**config.mk**
```make
export PLATFORM = sky130hd
export DESIGN_NAME = proc_cmd_sequencer
export DESIGN_NICKNAME = d
export VERILOG_FILES = /design/src/rtl/proc_cmd_sequencer.sv
export SDC_FILE = /design/constraint.sdc
export NUM_CORES = 1
export LEC_CHECK = 0
export BUFFER_PORTS_ARGS = -buffer_cell sky130_fd_sc_hd__buf_2
export CAP_MARGIN = 15
export CELL_PAD_IN_SITES_DETAIL_PLACEMENT = 1
export CELL_PAD_IN_SITES_GLOBAL_PLACEMENT = 1
export CORE_AREA = 4 4 179 146
export DETAILED_ROUTE_END_ITERATION = 10
export DIE_AREA = 0 0 183 150
export PLACE_DENSITY = 0.95
export SETUP_SLACK_MARGIN = 0.02
export SKIP_LAST_GASP = 1
export SLEW_MARGIN = 5
export SYNTH_ARGS = -nofsm -noshare
export SYNTH_HDL_FRONTEND = slang
export SYNTH_SLANG_ARGS = --single-unit
```
**constraint.sdc**
```tcl
create_clock -name clk -period 7.05 [get_ports clk]
set_clock_uncertainty 0.2 [all_clocks]
set_input_delay 1.0575 -clock clk [delete_from_list [all_inputs] [get_ports clk]]
set_output_delay 1.0575 -clock clk [all_outputs]
set_load 0.03 [all_outputs]
```
**src/rtl/proc_cmd_sequencer.sv**
```systemverilog
// Queues host commands and dispatches them one at a time to the arithmetic processor core.
// Define PROC_SEQ_PERF_EN to build the per-op latency counter that drives perf_cycles.
module proc_cmd_sequencer #(
    parameter int unsigned FIFO_DEPTH     = 4,
    parameter int unsigned TIMEOUT_CYCLES = 1000000
) (
    input  logic        clk,
    input  logic        RESET,
    input  logic        cmd_wr,
    input  logic [3:0]  cmd_in,
    input  logic [31:0] constK,
    input  logic [31:0] const1,
    input  logic [31:0] const2,
    input  logic [31:0] const3,
    input  logic        proc_done,
    input  logic [31:0] proc_dout,
    output logic        proc_start,
    output logic [3:0]  proc_op,
    output logic [31:0] proc_k,
    output logic [31:0] proc_c1,
    output logic [31:0] proc_c2,
    output logic [31:0] proc_c3,
    output logic [31:0] result,
    output logic        result_valid,
    output logic        busy,
    output logic [15:0] status,
    output logic [31:0] perf_cycles
);

    localparam int unsigned AW = (FIFO_DEPTH > 1) ? $clog2(FIFO_DEPTH) : 1;
    localparam int unsigned CW = AW + 1;
    localparam int unsigned TW = $clog2(TIMEOUT_CYCLES + 1);

    localparam logic [3:0] CmdNop   = 4'h0;
    localparam logic [3:0] CmdClear = 4'hF;

    typedef enum logic [1:0] {
        StIdle,
        StIssue,
        StWait
    } state_e;

    state_e        state_q, state_d;
    logic [3:0]    fifo_q [FIFO_DEPTH];
    logic [AW-1:0] wr_ptr_q, wr_ptr_d;
    logic [AW-1:0] rd_ptr_q, rd_ptr_d;
    logic [CW-1:0] count_q, count_d;
    logic [TW-1:0] tmo_cnt_q, tmo_cnt_d;

    logic [3:0]    op_q, op_d;
    logic [31:0]   k_q, k_d;
    logic [31:0]   c1_q, c1_d;
    logic [31:0]   c2_q, c2_d;
    logic [31:0]   c3_q, c3_d;
    logic [31:0]   result_q, result_d;
    logic          rv_q, rv_d;
    logic [3:0]    last_op_q, last_op_d;
    logic          ovf_q, ovf_d;
    logic          tmo_q, tmo_d;

    logic          clear;
    logic          push_req;
    logic          full;
    logic          push;
    logic          pop;
    logic          start;
    logic [2:0]    cnt_sat;

    assign clear    = cmd_wr && (cmd_in == CmdClear);
    assign push_req = cmd_wr && (cmd_in != CmdNop) && (cmd_in != CmdClear);
    assign full     = (count_q == CW'(FIFO_DEPTH));

    always_comb begin
        state_d   = state_q;
        wr_ptr_d  = wr_ptr_q;
        rd_ptr_d  = rd_ptr_q;
        count_d   = count_q;
        tmo_cnt_d = tmo_cnt_q;
        op_d      = op_q;
        k_d       = k_q;
        c1_d      = c1_q;
        c2_d      = c2_q;
        c3_d      = c3_q;
        result_d  = result_q;
        rv_d      = rv_q;
        last_op_d = last_op_q;
        ovf_d     = ovf_q;
        tmo_d     = tmo_q;
        push      = 1'b0;
        pop       = 1'b0;
        start     = 1'b0;

        if (clear) begin
            // CLEAR beats everything, including a done arriving in the same cycle.
            state_d  = StIdle;
            wr_ptr_d = '0;
            rd_ptr_d = '0;
            count_d  = '0;
            rv_d     = 1'b0;
            ovf_d    = 1'b0;
            tmo_d    = 1'b0;
        end else begin
            // Fullness is judged on the registered count, so a same-cycle pop never makes room.
            push = push_req && !full;
            if (push_req && full) begin
                ovf_d = 1'b1;
            end

            case (state_q)
                StIdle: begin
                    if (count_q != '0) begin
                        pop     = 1'b1;
                        op_d    = fifo_q[rd_ptr_q];
                        k_d     = constK;
                        c1_d    = const1;
                        c2_d    = const2;
                        c3_d    = const3;
                        state_d = StIssue;
                    end
                end
                StIssue: begin
                    start     = 1'b1;
                    rv_d      = 1'b0;
                    tmo_cnt_d = '0;
                    state_d   = StWait;
                end
                StWait: begin
                    if (proc_done) begin
                        result_d  = proc_dout;
                        rv_d      = 1'b1;
                        last_op_d = op_q;
                        state_d   = StIdle;
                    end else if (tmo_cnt_q == TW'(TIMEOUT_CYCLES - 1)) begin
                        tmo_d   = 1'b1;
                        state_d = StIdle;
                    end else begin
                        tmo_cnt_d = tmo_cnt_q + TW'(1);
                    end
                end
                default: begin
                    state_d = StIdle;
                end
            endcase

            if (push) begin
                wr_ptr_d = wr_ptr_q + AW'(1);
            end
            if (pop) begin
                rd_ptr_d = rd_ptr_q + AW'(1);
            end
            count_d = count_q + CW'(push) - CW'(pop);
        end
    end

    always_ff @(posedge clk) begin
        if (RESET) begin
            state_q   <= StIdle;
            wr_ptr_q  <= '0;
            rd_ptr_q  <= '0;
            count_q   <= '0;
            tmo_cnt_q <= '0;
            op_q      <= '0;
            k_q       <= '0;
            c1_q      <= '0;
            c2_q      <= '0;
            c3_q      <= '0;
            result_q  <= '0;
            rv_q      <= 1'b0;
            last_op_q <= '0;
            ovf_q     <= 1'b0;
            tmo_q     <= 1'b0;
        end else begin
            state_q   <= state_d;
            wr_ptr_q  <= wr_ptr_d;
            rd_ptr_q  <= rd_ptr_d;
            count_q   <= count_d;
            tmo_cnt_q <= tmo_cnt_d;
            op_q      <= op_d;
            k_q       <= k_d;
            c1_q      <= c1_d;
            c2_q      <= c2_d;
            c3_q      <= c3_d;
            result_q  <= result_d;
            rv_q      <= rv_d;
            last_op_q <= last_op_d;
            ovf_q     <= ovf_d;
            tmo_q     <= tmo_d;
        end
    end

    // Storage needs no reset; validity is tracked by the pointers and count.
    always_ff @(posedge clk) begin
        if (!RESET && push) begin
            fifo_q[wr_ptr_q] <= cmd_in;
        end
    end

`ifdef PROC_SEQ_PERF_EN
    logic [31:0] perf_cnt_q, perf_cnt_d;
    logic [31:0] perf_cycles_q, perf_cycles_d;

    always_comb begin
        perf_cnt_d    = perf_cnt_q;
        perf_cycles_d = perf_cycles_q;
        if (clear) begin
            perf_cnt_d    = '0;
            perf_cycles_d = '0;
        end else begin
            // Count is 1 during ISSUE and keeps climbing through WAIT.
            if (pop) begin
                perf_cnt_d = 32'd1;
            end else if (state_q == StIssue || state_q == StWait) begin
                perf_cnt_d = perf_cnt_q + 32'd1;
            end
            if (state_q == StWait && state_d == StIdle) begin
                perf_cycles_d = perf_cnt_q;
            end
        end
    end

    always_ff @(posedge clk) begin
        if (RESET) begin
            perf_cnt_q    <= '0;
            perf_cycles_q <= '0;
        end else begin
            perf_cnt_q    <= perf_cnt_d;
            perf_cycles_q <= perf_cycles_d;
        end
    end

    assign perf_cycles = perf_cycles_q;
`else
    assign perf_cycles = '0;
`endif

    assign cnt_sat = (32'(count_q) > 32'd7) ? 3'd7 : 3'(count_q);

    assign proc_start   = start;
    assign proc_op      = op_q;
    assign proc_k       = k_q;
    assign proc_c1      = c1_q;
    assign proc_c2      = c2_q;
    assign proc_c3      = c3_q;
    assign result       = result_q;
    assign result_valid = rv_q;
    assign busy         = (state_q != StIdle) || (count_q != '0);
    assign status       = {5'b0, tmo_q, ovf_q, rv_q, busy, cnt_sat, last_op_q};

endmodule

```
* Word-level counts from Yosys, hierarchy flattened
Memory sizes are Yosys's and may differ from the RTL's. A register that Yosys moved wholly into a read port is not among the register bits.
Cells that the tools add are included.
** Storage, ports and cells
- RAM bits :: 16
- Flip-flop bits (word level) :: 196
- Memories :: 1
** Operators by class
- Add/sub/neg operators :: 5
- Equality and inequality tests :: 11
- Reduce and logical (&&, ||, !) cells :: 21
- Bitwise gates (word level) :: 2
- Muxes and demuxes :: 17
** Memories
- fifo_q :: words 4, bits a word 4, read ports 1, clocked after memory_dff 1, write ports 1, RTL line 44 : logic [3:0] fifo_q [FIFO_DEPTH];
** Operators by type and width (count)
- $mux 20 :: 2
- $pmux 20 s2 :: 1
- $add 20x1->20 const B :: 1
- $eq 20x20->1 const B :: 1
- $mux 1 :: 9
- $reduce_and 3->1 :: 3
- $ne 2x2->1 const B :: 4
- $logic_and 1x1->1 :: 6
- $mux 2 :: 3
- $pmux 2 s3 :: 1
- $add 2x1->2 const B :: 2
- $eq 4x4->1 const B :: 1
- $ne 4x4->1 const B :: 1
- $reduce_and 2->1 :: 2
- $reduce_and 4->1 :: 1
- $reduce_bool 2->1 :: 2
- $reduce_bool 4->1 :: 1
- $add 3x1->3 :: 1
- $eq 3x3->1 const B :: 1
- $ne 3x3->1 const B :: 1
- $reduce_bool 3->1 :: 1
- $sub 3x1->3 :: 1
- $eq 2x1->1 const B :: 1
- $eq 2x2->1 const B :: 1
- 6 further kinds :: 8

* Logic depth before layout (Yosys ltp)
Gate-level depths: netlist of the first run.
- Depth in word-level cells :: 8
- Mapped depth :: 11
- Gate-level depth less buffers :: 10

* Worst setup path before layout of the first run
Ideal clock, no wire load.
- Path kind :: input -> register
- From :: input port cmd_in[2]
- To :: register count_q[2], in the netlist cnt_sat[2]
- Required time :: 6.726 ns
- Stages on the path :: 11
- Library setup time :: 0.124 ns
- Arrival time :: 2.944 ns
- Slack :: 3.782 ns
- Cell sequence :: and4_1 -> buf_6 -> nor3b_1 -> nand2_1 -> ha_1 -> inv_1 -> ha_1 -> fa_1 -> xnor2_1 -> xnor2_1 -> nor2_1
** Between the ends
- Word-level cells in the longest chain between the ends :: 6
- Elaborated cells between the ends (all ways) :: 10
- Classes of those cells :: add/sub: 2; eq/ne: 2; reduce/logical: 6
** Ends and longest elaborated chain
- from (decl) :: RTL line 10 : input logic [3:0] cmd_in,
- $reduce_bool 4->1 :: RTL line 70 : assign push_req = cmd_wr && (cmd_in != CmdNop) && (cmd_in != CmdClear);
- $logic_and 1x1->1 (2 in a row) :: RTL line 70
- $logic_and 1x1->1 :: RTL line 104 : push = push_req && !full;
- $add 3x1->3 :: RTL line 151 : count_d = count_q + CW'(push) - CW'(pop);
- $sub 3x1->3 :: RTL line 151
- to (signal assigned) :: RTL line 176 : count_q <= count_d;
- to (decl) :: RTL line 47 : logic [CW-1:0] count_q, count_d;
Several ways; a longest one is shown, not always the timed one.
A chain may end at the register's enable or synchronous reset.

* Worst setup path in the final report of the first run
- From :: input port cmd_in[2]
- To :: register k_q[21], in the netlist proc_k[21]
** Between the ends
- Word-level cells in the longest chain between the ends :: 4
** Ends and longest elaborated chain
- $eq 4x4->1 :: RTL line 69 : assign clear = cmd_wr && (cmd_in == CmdClear);
- $logic_and 1x1->1 :: RTL line 69
- $not 1->1 (no source line)
- $reduce_and 3->1 (no source line)
- to (signal assigned) :: RTL line 179 : k_q <= k_d;
- to (decl) :: RTL line 51 : logic [31:0] k_q, k_d;
Every way passes these cells.

==> results of run 1 <==
[power by group through the flow]
stage	logic [uW]	registers, uW	clock network, uW
floorplan	1000	2220	0
global placement	2030	1700	0
detailed placement	2100	1720	0
CTS	2110	1700	1290
global route	2270	1730	1340
finish	2080	1700	1250
[how the worst max path moves through the flow]
stage,startpoint,end,slack (ps)
2_1_floorplan,cmd_in[2],cnt_sat[2]$_SDFF_PP0_,3780
3_3_place_gp,cmd_in[2],proc_k[21]$_SDFFE_PP0P_,3350
3_5_place_dp,cmd_in[2],proc_c3[22]$_SDFFE_PP0P_,3190
4_1_cts,cmd_in[2],proc_c3[22]$_SDFFE_PP0P_,3750
5_1_grt,cmd_in[1],proc_c2[0]$_SDFFE_PP0P_,3530
6_report,cmd_in[2],proc_k[21]$_SDFFE_PP0P_,3730
[Yosys cell counts (9+ instances only)]
library cell  count
nand2_1         369
nand3b_1         10
a31oi_1           9
clkbuf_1         30
nor3_1            9
a21oi_1         180
edfxtp_1         16
ha_1             10
dfxtp_1         200
buf_2            25
nor2_1           18
inv_1            13
nand3_1          11
buf_4            41
[flip-flops by register name (all words and copies together) (netlist names), 3 cells and up]
| signal | flops |
|---|---|
| cnt_sat | 3 |
| fifo_q | 16 |
| last_op_q | 4 |
| proc_c1 | 32 |
| proc_c2 | 32 |
| proc_c3 | 32 |
| proc_k | 32 |
| proc_op | 4 |
| result | 32 |
| tmo_cnt_q | 20 |
[layout by cell type (no fill, tap or decap), types with 2 or more instances in the layout]
cell type / Yosys / routed
dfxtp_1: 200 / 200
nand4_1: 6 / 6
nor4_1: 2 / 2
inv_1: 13 / 13
clkbuf_1: 30 / 5
nand2b_1: 2 / 2
o211ai_1: 2 / 2
and3_1: 2 / 2
nor4_2: 2 / 2
nor3_1: 9 / 9
clkbuf_8: 6 / 5
a211o_1: 2 / 2
and2_1: 8 / 7
nand2_1: 369 / 368
or3_1: 4 / 4
nor3b_1: 2 / 2
clkbuf_16: 0 / 25
o32ai_1: 2 / 2
xnor2_1: 4 / 4
nor2_1: 18 / 18
edfxtp_1: 16 / 16
clkinv_2: 0 / 6
mux4_2: 4 / 4
a31o_2: 2 / 2
o21ai_0: 6 / 6
nand3_1: 11 / 11
a31oi_1: 9 / 9
a21oi_1: 180 / 179
ha_1: 10 / 10
buf_4: 41 / 4
o21a_1: 2 / 2
buf_2: 25 / 344
and4_1: 3 / 3
conb_1: 1 / 37
mux2i_1: 6 / 6
nand3b_1: 10 / 10
mux2_2: 2 / 2
[metal layers]
metal  part of all wire [%]  up-vias
met2                     51      270
met3                    5.9       64
met5                      0        -
met4                    3.2        0
met1                     40     3931
li1                       -     3951
[cells by family after synthesis]
logic type,count (synthesis)
xor gates and xnor gates,5
muxes,12
adders and majority gates,11
DFF,216
other,1
and+or+nand+nor,459
buffers and inverters,124
AOI/OAI and AO/OA,213
[through the flow]
step | total power, uW | hold WS [ps] | area, um^2
after global placement | 3731 | 237.3 | 10320
after detailed placement | 3816 | 244.4 | 10320
after floorplan | 3223 | 238.0 | 8811
final | 5024 | 252.1 | 11110
after CTS | 5093 | 253.0 | 11110
after global routing | 5342 | 270.6 | 11110
[final cells by class]
| class | instances | area [um^2] | area share, % |
|---|---|---|---|
| multi-input cells | 737 | 3622 | 32.61 |
| clock inverters | 9 | 76.32 | 0.6871 |
| diodes | 1 | 2.502 | 0.02253 |
| well taps | 318 | 397.9 | 3.582 |
| clock buffers | 35 | 713.2 | 6.420 |
| inverters | 13 | 48.80 | 0.4393 |
| flip-flops and latches | 216 | 4484 | 40.37 |
| repair buffers | 349 | 1763 | 15.87 |
[critical path, cell delays in order]
cell	delay [ps]
buf_2	130
and4_1	330
nand2_1	230
and2_4	720
buf_4	660
nand2_1	190
a21oi_1	170
==> flow_summary.yaml, run 1 <==
logic_synthesis:
  synth_area_mm2: 0.008676
  yosysSeqAreaShare_pct: 51.69
  synth_top_family_by_area: "simple AND/OR/NAND/NOR gates"
  yosysTopAreaCellShare_pct: 46.15
  syn_inst: 1041
  synth_xor_area_share_pct: 0.5048
  synth_compound_area_share_pct: 13.08
  synthArstFlopShare_pct: 0
  synth.largest_area_cell: "dfxtp_1"
  synthAdderAreaFrac_pct: 1.673
  synth-seq-cells: 216
  syn_area_per_cell_um2: 8.334
  synth_edf_count: 16
  synth_area_leaders: "dfxtp_1 (46%), nand2_1 (16%), a21oi_1 (10%), edfxtp_1 (5.5%), buf_4 (3.5%)"
  muxShareOfSynthArea_pct: 1.990
  synth_warnings: 0
  yosys.area_share.simple_pct: 22.66
  synth_ff_type: "dfxtp_1"
  yosysUniqueCellTypes: 58
timing:
  setup_slack_ps: 3728
  drv_slew: 0
  fmax_mhz: 301.0
  finalHoldViolations: 0
  min_period_ps: 3322
  setup_viol: 0
  slew_headroom_pct: 29.27
  period_share_pct: 47.12
  timing.setup.tns_ps: 0
  rsz0062_at_grt: "no"
  tightest_slew_ps: 1059
critical_path:
  worst_ep_arrival_time_ps: 3540
  end_kind: "register"
  reg2reg_depth: 7
  cp.required_ps: 7270
  crit_type: "in2reg"
  rrSetupSlack_ps: 3730
  r2r-end: "proc_k[21]$_SDFFE_PP0P_"
  cp-start-kind: "input port"
  rr_startpoint: "state_q[0]$_SDFFE_PP0P_"
  crit_fanout: 74
drt:
  via_count: 8216
  routed_wirelength_mm: 29.77
  routedWlPerCell_um: 17.74
  drt_iter0_drc: 402
  dr.pass1.iters: 4
  vias_per_cell: 4.896
  drc: 0
  ant_nets: 0
min_path:
  hold_depth: 2
  hold_end: "proc_k[17]$_SDFFE_PP0P_"
  min_path_type: "reg2reg"
  worstHoldStart: "proc_k[17]$_SDFFE_PP0P_"
global_routing:
  grt-busiest-layer: "met2"
  grt_first_pass_wirelength_mm: 44.82
  grt.overflow.total: 0
  grt_max_degree: 119
  antenna_found_initial: 1
  gr-usage-met2_pct: 36.34
  grt_pass1_vias: 8447
  use_met3_pct: 3.864
  met1_usage_pct: 23.83
  gr-usage-all-layers_pct: 19.94
clocking:
  cts_resized: 0
  cts_hold_buffers: 0
  h-tree-depth: 1
  insertion_delay_ps: 510
  cts_tree: "yes"
  cts_buffers: 24
  root_buffer: "clkbuf_16"
  cts.sinks: 216
  postCtsSetupRepairBufs: 0
  max-clock-path-buffers: 3
  path_clk_slew_ps: 60
floorplanning:
  die_w_um: 183
  std_cell_rows: 51
  ios: 383
  die_height_um: 150
  die_area_mm2: 0.02745
  start_util_pct: 35.78
  core_mm2: 0.02425
pwr:
  switching_share_pct: 44.30
  power_frac_comb_pct: 41.3
  p_switching_uw: 2226
  cellPowerDensity_mw_per_mm2: 452.3
  p_leak_uw: 0.004962
  internal_power_uw: 2798
  peakVddDrop_v: 0.0002925
  seqPwrFrac_pct: 33.7
  clockPowerShare_pct: 24.9
job:
  maxCapViolations: 0
placement:
  dp_slack_ps: 3194
  dp_cells: 1633
  gp_congestion: 0.8016
  dp_hpwl_mm: 21.37
  io_buffers: 345
finish:
  instances_no_fill: 1678
  fillers: 2999
  fin_util_pct: 45.81
  syn_to_final_growth_pct: 28.04
  drive_gt1_share_pct: 30.24
  final_net_count: 1520
outcome:
  status: "complete, no violations"
(Power assumes the default switching activity.)
==> run 2, diff against run 1 <==
--- a/config.mk
+++ b/config.mk
@@ -9,10 +9,10 @@
 export CAP_MARGIN = 15
 export CELL_PAD_IN_SITES_DETAIL_PLACEMENT = 1
 export CELL_PAD_IN_SITES_GLOBAL_PLACEMENT = 1
-export CORE_AREA = 4 4 179 146
+export CORE_AREA = 4 4 196 160
 export DETAILED_ROUTE_END_ITERATION = 10
-export DIE_AREA = 0 0 183 150
-export PLACE_DENSITY = 0.95
+export DIE_AREA = 0 0 200 164
+export PLACE_DENSITY = 0.87
 export SETUP_SLACK_MARGIN = 0.02
 export SKIP_LAST_GASP = 1
 export SLEW_MARGIN = 5
==> constraint.sdc (replaced) <==
create_clock -name clk -period 3.04 [get_ports clk]
set_clock_uncertainty 0.2 [all_clocks]
set_input_delay 0.456 -clock clk [delete_from_list [all_inputs] [get_ports clk]]
set_output_delay 0.456 -clock clk [all_outputs]
set_load 0.03 [all_outputs]
==> run 2 against run 1 <==
  * Flip-flop and latch count unchanged
  * Wire length up 22%
  * Final cell count up 14%
  * Combinational power rose to 2.6 times the previous value
  * Worst setup slack worse by 3500 ps
  * Largest power group unchanged
  * Count of clock-buffer cells in the layout down 3
  * Global-route usage up 0.94 points
  * Highest routed layer unchanged
  * Critical path depth up 5
==> flow_summary.yaml, run 2 (synthesis gave the netlist of run 1 again) <==
outcome:
  status: "complete, no violations"
placement:
  dpl-instance-area_mm2: 0.01058
  gp_congestion: 0.7940
  io_buffers: 345
  dp_hpwl_mm: 21.39
drt:
  top_layer: "met4"
  dr.pass1.iters: 4
  drc: 0
  via_count: 9174
  routed-wl-met2_mm: 18.30
  routed_wirelength_mm: 36.38
  routedWlPerCell_um: 19.00
  wl_met3_mm: 2.541
  drt_iter0_drc: 397
  vias_per_cell: 4.791
  wl_met1_mm: 14.22
  ant_nets: 0
global_routing:
  grt_pass1_vias: 10110
  grt.overflow.total: 0
  antenna_found_initial: 3
  grt_first_pass_wirelength_mm: 55.20
  grt_max_degree: 82
  gr-usage-all-layers_pct: 20.88
clocking:
  insertion_delay_ps: 520
  root_buffer: "clkbuf_16"
  max-clock-path-buffers: 3
  path_clk_slew_ps: 60
  h-tree-depth: 1
  cts.sinks: 216
  cts_tree: "yes"
  cts_buffers: 24
  postCtsSetupRepairBufs: 0
job:
  maxCapViolations: 0
floorplanning:
  die_height_um: 164
  start_util_pct: 29.69
  die_w_um: 200
  std_cell_rows: 56
  die_area_mm2: 0.03280
  core_mm2: 0.02922
  ios: 383
timing:
  finalHoldViolations: 0
  setup_viol: 0
  tightest_slew_ps: 542.1
  min_period_ps: 2817
  fmax_mhz: 355.0
  rsz0062_at_grt: "no"
  period_share_pct: 92.65
  whs_ps: 53.43
  timing.setup.tns_ps: 0
  slew_headroom_pct: 63.86
  drv_slew: 0
finish:
  final_area_mm2: 0.01297
  layout_commonest_cell: "nand2_1"
  syn_to_final_growth_pct: 49.45
  multiInputGateArea_mm2: 0.003635
  fillers: 3494
  final_net_count: 1694
  drive_gt1_share_pct: 27.59
  final-seq-area_mm2: 0.004484
  fin_util_pct: 44.38
  final_cell_mix: "nand2_1 (368), buf_2 (344), dfxtp_1 (200)"
critical_path:
  cp.required_ps: 3230
  cpMaxStageDelayCell: "dlygate4sd3_1"
  end_kind: "register"
  crit_type: "in2reg"
  worst_ep_arrival_time_ps: 3010
  crit_chain: "dlygate4sd3_1 -> buf_2 -> and4_1 -> nor3b_2 -> nand2_1 -> ha_1 -> inv_1 -> ha_1 -> fa_1 -> xnor2_2 -> xnor2_1 -> nor2_1"
  cp_common_cell: "ha_1"
  crit_fanout: 6
  rrSetupSlack_ps: 590
  cp-start-kind: "input port"
  slowest_delay_ps: 560
pwr:
  peakVddDrop_v: 0.0004555
  p_leak_uw: 0.005720
  power_uw: 12270
  cellPowerDensity_mw_per_mm2: 946.3
min_path:
  min_path_type: "in2reg"
## run 2: cell count changes in the layout (fill, tap and decap cells not counted), sizes merged
cell / change
dlygate4sd3: +160
clkinvlp: +1
diode: +4
inv: -1
buf: +14
clkinv: +3
clkbuf: -3
## run 2: final cells by class
class                      instances  area share, %
sequential                       216          34.58
inverter                          13         0.3763
antenna                            5        0.09650
multi-input combinational        737          28.03
clock buffer                      32          5.182
clock inverter                    12         0.6562
tap                              377          3.638
timing repair buffer             523          27.43
## run 2: worst paths after layout
| path | from | depth (start not counted) | end |
|---|---|---|---|
| worst min register to register | proc_c2[29]$_SDFFE_PP0P_ | 2 | proc_c2[29]$_SDFFE_PP0P_ |
| worst max-delay path | cmd_in[3] | 12 | cnt_sat[2]$_SDFF_PP0_ |
| worst max register to register | state_q[0]$_SDFFE_PP0P_ | 10 | cnt_sat[2]$_SDFF_PP0_ |
| worst min-delay path | const3[20] | 3 | proc_c3[20]$_SDFFE_PP0P_ |
## run 2: through the flow
stage	instances	setup slack (ps)
2_1_floorplan	1077	373.2
3_3_place_gp	1706	274.5
3_5_place_dp	1706	265.0
4_1_cts	1910	191.1
5_1_grt	1913	89.89
6_report	1915	223.4
## run 2: critical path: cells and delay by family
| family | cells | cell delay (ps) |
|---|---|---|
| adders and majority gates | 3 | 890 |
| xor gates and xnor gates | 2 | 320 |
| buffers and inverters | 3 | 780 |
| and+or+nand+nor | 4 | 560 |
## run 2: metal layers
layer	vias up	global-route usage (%)
met5	-	0
met4	0	7.099
met3	94	5.271
met2	373	37.99
met1	4397	23.74
li1	4310	-
## run 2: where the power goes
group          leakage [uW]  internal, uW  switching [uW]  total [uW]
logic               0.00357          1600            3870        5470
clock network      0.000369          1640            1210        2840
registers           0.00178          3540             414        3960
total               0.00572          6770            5490       12300
## run 2: what timing repair did
action / in CTS / in global routing
endpoints found under the hold margin: 172 / 0
hold buffers: 160 / 0
setup endpoints to repair: 0 / 1
gates resized for setup: 0 / 2
